$ cat config.mk
export PLATFORM = sky130hd
export DESIGN_NAME = ex_muldiv
export DESIGN_NICKNAME = d
export VERILOG_FILES = /design/src/rtl/ex_muldiv.sv
export SDC_FILE = /design/constraint.sdc
export NUM_CORES = 1
export LEC_CHECK = 0
export CORE_ASPECT_RATIO = 1.4
export CORE_MARGIN = 3
export CORE_UTILIZATION = 40
export DETAILED_ROUTE_END_ITERATION = 10
export PLACE_DENSITY_LB_ADDON = 0.12
export SYNTH_ARGS = -nofsm -noshare
export SYNTH_HDL_FRONTEND = slang
export SYNTH_SLANG_ARGS = --single-unit
$ cat constraint.sdc
create_clock -name clk_i -period 3.12 [get_ports clk_i]
set_input_delay 0.936 -clock clk_i [delete_from_list [all_inputs] [get_ports clk_i]]
set_output_delay 0.936 -clock clk_i [all_outputs]
set_load 0.01 [all_outputs]
$ cat src/rtl/ex_muldiv.sv
// Iterative MULT/MULTU/DIV/DIVU unit for the EX stage with private HI/LO registers.
// Optional divide datapath: define MULDIV_DIV_EN to include DIV/DIVU support.
module ex_muldiv #(
  parameter int STEPS_PER_CYCLE = 1
) (
  input  logic        clk_i,
  input  logic        rst_i,
  input  logic        start_i,
  input  logic [1:0]  op_i,
  input  logic [31:0] data1_i,
  input  logic [31:0] data2_i,
  input  logic        cancel_i,
  input  logic        hi_we_i,
  input  logic        lo_we_i,
  input  logic [31:0] wdata_i,
  output logic [31:0] hi_o,
  output logic [31:0] lo_o,
  output logic        busy_o,
  output logic        done_o,
  output logic        divzero_o,
  output logic [1:0]  state_o
);

  // Handshake: start_i is a one-cycle request that is accepted only in IDLE
  // (busy_o low); done_o is the matching one-cycle completion pulse.
  typedef enum logic [1:0] {IDLE = 2'd0, RUN = 2'd1, FIX = 2'd2} state_t;

  state_t      state, state_nx;
  logic        sign1_q, sign2_q;
  logic [31:0] operand_q;
  logic [5:0]  cnt_q;
  logic [63:0] acc_q, acc_nx;
  logic [31:0] hi_q, lo_q;
  logic        done_q;
  logic        accept;
  logic        neg1, neg2;
  logic [31:0] in_mag1, in_mag2;
  logic [31:0] res_hi, res_lo;

`ifdef MULDIV_DIV_EN
  logic        is_div_q;
  logic [31:0] data1_q;
  logic        divzero_q;
  assign accept = start_i;
`else
  assign accept = start_i & ~op_i[1];
`endif

  assign neg1    = ~op_i[0] & data1_i[31];
  assign neg2    = ~op_i[0] & data2_i[31];
  assign in_mag1 = neg1 ? 32'(-data1_i) : data1_i;
  assign in_mag2 = neg2 ? 32'(-data2_i) : data2_i;

  // acc = {partial product, remaining multiplier bits}
  function automatic logic [63:0] mul_step(input logic [63:0] a, input logic [31:0] m);
    logic [32:0] sum;
    sum = {1'b0, a[63:32]} + {1'b0, (a[0] ? m : 32'd0)};
    return {sum, a[31:1]};
  endfunction

`ifdef MULDIV_DIV_EN
  // acc = {partial remainder, dividend bits shifting into quotient}
  function automatic logic [63:0] div_step(input logic [63:0] a, input logic [31:0] d);
    logic [32:0] trial;
    trial = a[63:31];
    if (trial >= {1'b0, d}) begin
      trial = trial - {1'b0, d};
      return {trial[31:0], a[30:0], 1'b1};
    end
    return {trial[31:0], a[30:0], 1'b0};
  endfunction
`endif

  always_comb begin
    acc_nx = acc_q;
    for (int i = 0; i < STEPS_PER_CYCLE; i++) begin
`ifdef MULDIV_DIV_EN
      if (is_div_q) acc_nx = div_step(acc_nx, operand_q);
      else          acc_nx = mul_step(acc_nx, operand_q);
`else
      acc_nx = mul_step(acc_nx, operand_q);
`endif
    end
  end

  always_comb begin
    state_nx = state;
    case (state)
      IDLE: if (accept) state_nx = RUN;
      RUN: begin
        if (cancel_i)                                     state_nx = IDLE;
        else if (cnt_q + 6'(STEPS_PER_CYCLE) == 6'd32)    state_nx = FIX;
      end
      FIX:     state_nx = IDLE;
      default: state_nx = IDLE;
    endcase
  end

  // Sign fix-up; sign flags are only ever set for the signed ops.
  always_comb begin
    res_hi = acc_q[63:32];
    res_lo = acc_q[31:0];
`ifdef MULDIV_DIV_EN
    if (is_div_q) begin
      if (operand_q == 32'd0) begin
        res_hi = data1_q;
        res_lo = 32'hFFFF_FFFF;
      end else begin
        if (sign1_q ^ sign2_q) res_lo = 32'(-acc_q[31:0]);
        if (sign1_q)           res_hi = 32'(-acc_q[63:32]);
      end
    end else if (sign1_q ^ sign2_q) begin
      {res_hi, res_lo} = -acc_q;
    end
`else
    if (sign1_q ^ sign2_q) {res_hi, res_lo} = -acc_q;
`endif
  end

  always_ff @(posedge clk_i or negedge rst_i) begin
    if (!rst_i) begin
      state     <= IDLE;
      sign1_q   <= 1'b0;
      sign2_q   <= 1'b0;
      operand_q <= '0;
      cnt_q     <= '0;
      acc_q     <= '0;
      hi_q      <= '0;
      lo_q      <= '0;
      done_q    <= 1'b0;
`ifdef MULDIV_DIV_EN
      is_div_q  <= 1'b0;
      data1_q   <= '0;
      divzero_q <= 1'b0;
`endif
    end else begin
      state  <= state_nx;
      done_q <= 1'b0;
`ifdef MULDIV_DIV_EN
      divzero_q <= 1'b0;
`endif
      case (state)
        IDLE: begin
          if (hi_we_i) hi_q <= wdata_i;
          if (lo_we_i) lo_q <= wdata_i;
          if (accept) begin
            sign1_q   <= neg1;
            sign2_q   <= neg2;
            cnt_q     <= '0;
            // Divide iterates on the dividend against the divisor; multiply the reverse.
            operand_q <= op_i[1] ? in_mag2 : in_mag1;
            acc_q     <= {32'd0, (op_i[1] ? in_mag1 : in_mag2)};
`ifdef MULDIV_DIV_EN
            is_div_q  <= op_i[1];
            data1_q   <= data1_i;
`endif
          end
        end
        RUN: begin
          if (!cancel_i) begin
            acc_q <= acc_nx;
            cnt_q <= cnt_q + 6'(STEPS_PER_CYCLE);
          end
        end
        FIX: begin
          if (!cancel_i) begin
            hi_q   <= res_hi;
            lo_q   <= res_lo;
            done_q <= 1'b1;
`ifdef MULDIV_DIV_EN
            divzero_q <= is_div_q & (operand_q == 32'd0);
`endif
          end
        end
        default: ;
      endcase
    end
  end

  assign hi_o    = hi_q;
  assign lo_o    = lo_q;
  assign busy_o  = (state != IDLE);
  assign done_o  = done_q;
  assign state_o = state;
`ifdef MULDIV_DIV_EN
  assign divzero_o = divzero_q;
`else
  assign divzero_o = 1'b0;
`endif

endmodule

==> out/metrics.yaml <==
grt:
  grt_pass1_vias: 11536
  groute.usage.overall: 0.2609
  antenna_found_initial: 0
  grt_max_degree: 82
  grt_pass1_wl_um: 62650
  grt_overflow: 0
power_and_ir_drop:
  leakage_nw: 6.815
  powerDensity_nw_per_um2: 624.9
  peakVddDrop_mv: 0.3842
synth:
  synth.most_common_cell: "nand2_1"
  synth_nets: 1550
  yosysSeqAreaShare: 0.3716
  ys_top_cells_by_count: "nand2_1 (190), dfrtp_1 (171), o21ai_0 (163)"
  ys_ff_latch: 171
  synthAdderAreaFrac: 0.04086
  synthSimpleGateAreaFrac: 0.2034
  ys_warn_count: 0
  synth_compound_area_frac: 0.2314
  synth.area.top_cells: "dfrtp_1 (37%), o21ai_0 (7.1%), xnor2_1 (6.5%), nand2_1 (6.2%), xor2_1 (5.0%)"
  synth_cells: 1409
  synth_top_family_by_area: "compound AO/OA/AOI/OAI gates"
  synth-main-ff-cell: "dfrtp_1"
  avgSynthCellArea_um2: 8.172
  muxShareOfSynthArea: 0.001739
  synth_area_leader_cell: "dfrtp_1"
  synth-edff-count: 0
  async_flop_share: 1.000
  synthXorXnorAreaFrac: 0.1156
  yosysTopAreaCellShare: 0.3716
  synthesis.area_um2: 11510
  yosysUniqueCellTypes: 68
status:
  status: "complete, no violations"
cts:
  cts_buffers: 17
  clockBufferDepth: 2
  clock_latency_ns: 0.44
  path_clk_slew_ns: 0.07
  cts_max_level: 4
  root_buffer: "clkbuf_16"
  postCtsHoldBufs: 0
  cts_sinks: 171
  cts_tree: "done"
floorplan:
  die-area_um2: 30890
  io_pins: 173
  core-area_um2: 28020
  die_height_um: 206.8
  start_util: 0.4110
  num_rows: 72
  die_w_um: 149.4
sta:
  fmaxAchievable_ghz: 0.3271
  finalHoldViolations: 0
  period_share: 0.9798
  tightest_slew_ns: 1.005
  rsz0062_at_grt: "yes"
  setup_viol: 0
  post-route-min-period_ns: 3.057
  finalClockSkew_ns: 0.01270
  max-slew-margin-rel: 0.3301
  drv_slew: 0
flow_run:
  cap_violations: 0
final_layout:
  area_growth_pct: 38.28
  final_area_um2: 15920
  nNetsFinal: 1846
  drive_above_1_share: 0.1723
  fin_cells: 2088
  diodes: 0
detailed_routing:
  firstDrtPassIters: 5
  drc: 0
  vias_per_cell: 5.471
  wl_per_cell_um: 19.14
  drt-initial-drc-count: 521
  drt_wl_total_um: 39960
  vias: 11423
  drtAntennaViolNets: 0
min_path:
  hold_path_class: "primary input to asynchronous set/reset pin"
critical_path:
  crit_fanout: 5
  critPathLaunchType: "flip-flop"
  worstPathArrival_ns: 3.38
  critPathCaptureType: "flip-flop"
  required_ns: 3.45
  critical_path_class: "flip-flop to flip-flop"
placement:
  dp_cells: 2051
  place_congestion: 0.8953
  portBuffers: 171
  dp_hpwl_um: 32030
  dpl_cell_area_um2: 14900
==> registers in the layout (all words and copies together), names as in the netlist <==
name       flops
done_o         1
acc_q         64
operand_q     32
sign2_q        1
sign1_q        1
cnt_q          6
state_o        2
lo_o          32
hi_o          32
==> through the flow <==
stage               setup slack [ns]  hold WS, ns  utilization   TNS, ns  power, W
floorplan                    0.01477       0.4418            -         0  0.005524
global route                -0.04947       0.4195       0.5683  -0.09146   0.01057
detailed placement           -0.5789       0.4623       0.5319    -13.28  0.007502
global placement             -0.5782       0.4537       0.5319    -11.50  0.007460
finish                       0.06310       0.4032       0.5683         0  0.009950
CTS                         0.002595       0.4085       0.5584         0  0.009869
==> timing repair <==
action / in CTS / in global routing
buffers inserted: 1 / 4
pin swaps: 13 / 15
resized for setup: 23 / 54
cloned: 0 / 0
setup endpoints to repair: 23 / 42
==> layout by cell type, fill, tap and decap left out, types with 24 or more instances in the layout <==
cell	netlist	final
nand2_1	190	188
buf_4	2	174
dfrtp_1	171	171
clkdlybuf4s50_1	0	166
o21ai_0	163	158
nor2_1	137	136
a21oi_1	111	105
xnor2_1	86	84
xor2_1	66	64
o31ai_1	41	39
and2_1	34	33
ha_1	36	31
inv_1	26	25
nor3_1	29	24
==> critical path: stages (launching register included) <==
cell and delay [ns]:
dfrtp_1 0.37, or4_1 0.51, or4_4 0.46, or4_4 0.54
or3_4 0.45, o31ai_4 0.25, nand2_2 0.11, xnor2_2 0.17
o21ai_1 0.08
==> power by group <==
part | total, W | internal [W] | switching, W
Clock | 0.00230 | 0.00136 | 0.000932
Combinational | 0.00445 | 0.00201 | 0.00244
Sequential | 0.00320 | 0.00270 | 0.000497
Total | 0.00995 | 0.00608 | 0.00387
==> logic make-up after synthesis <==
logic type,count (synthesis)
and+or+nand+nor,502
muxes,2
other,1
xor gates and xnor gates,152
buffers and inverters,105
adders and majority gates,37
AOI/OAI and AO/OA,439
DFF,171
==> final timing paths <==
check	start	end	slack, ns	cells after the start
hold reg to reg	operand_q[9]	operand_q[9]	0.47	2
min in group clk_i	operand_q[9]	operand_q[9]	0.47	2
max in group asynchronous	rst_i	operand_q[23]	2.00	2
hold / removal	rst_i	acc_q[6]	0.40	1
setup / recovery	acc_q[42]	hi_o[24]	0.06	8
setup reg to reg	acc_q[42]	hi_o[24]	0.06	8
==> final cells by class <==
| class | count | area [um^2] |
|---|---|---|
| Fill cell | 2628 | 12090 |
| Multi-Input combinational cell | 1133 | 7231 |
| Sequential cell | 171 | 4279 |
| Timing Repair Buffer | 356 | 3217 |
| Tap cell | 370 | 462.9 |
| Clock buffer | 18 | 439.2 |
| Clock inverter | 14 | 193.9 |
| Inverter | 26 | 100.1 |
==> per-layer routing <==
metal	up-vias	wire (um)	track usage
li1	5591	-	-
met4	0	1973	0.1194
met5	-	0	0
met2	298	21170	0.4939
met3	110	1380	0.03647
met1	5424	15430	0.2863
(Power assumes the default switching activity.)
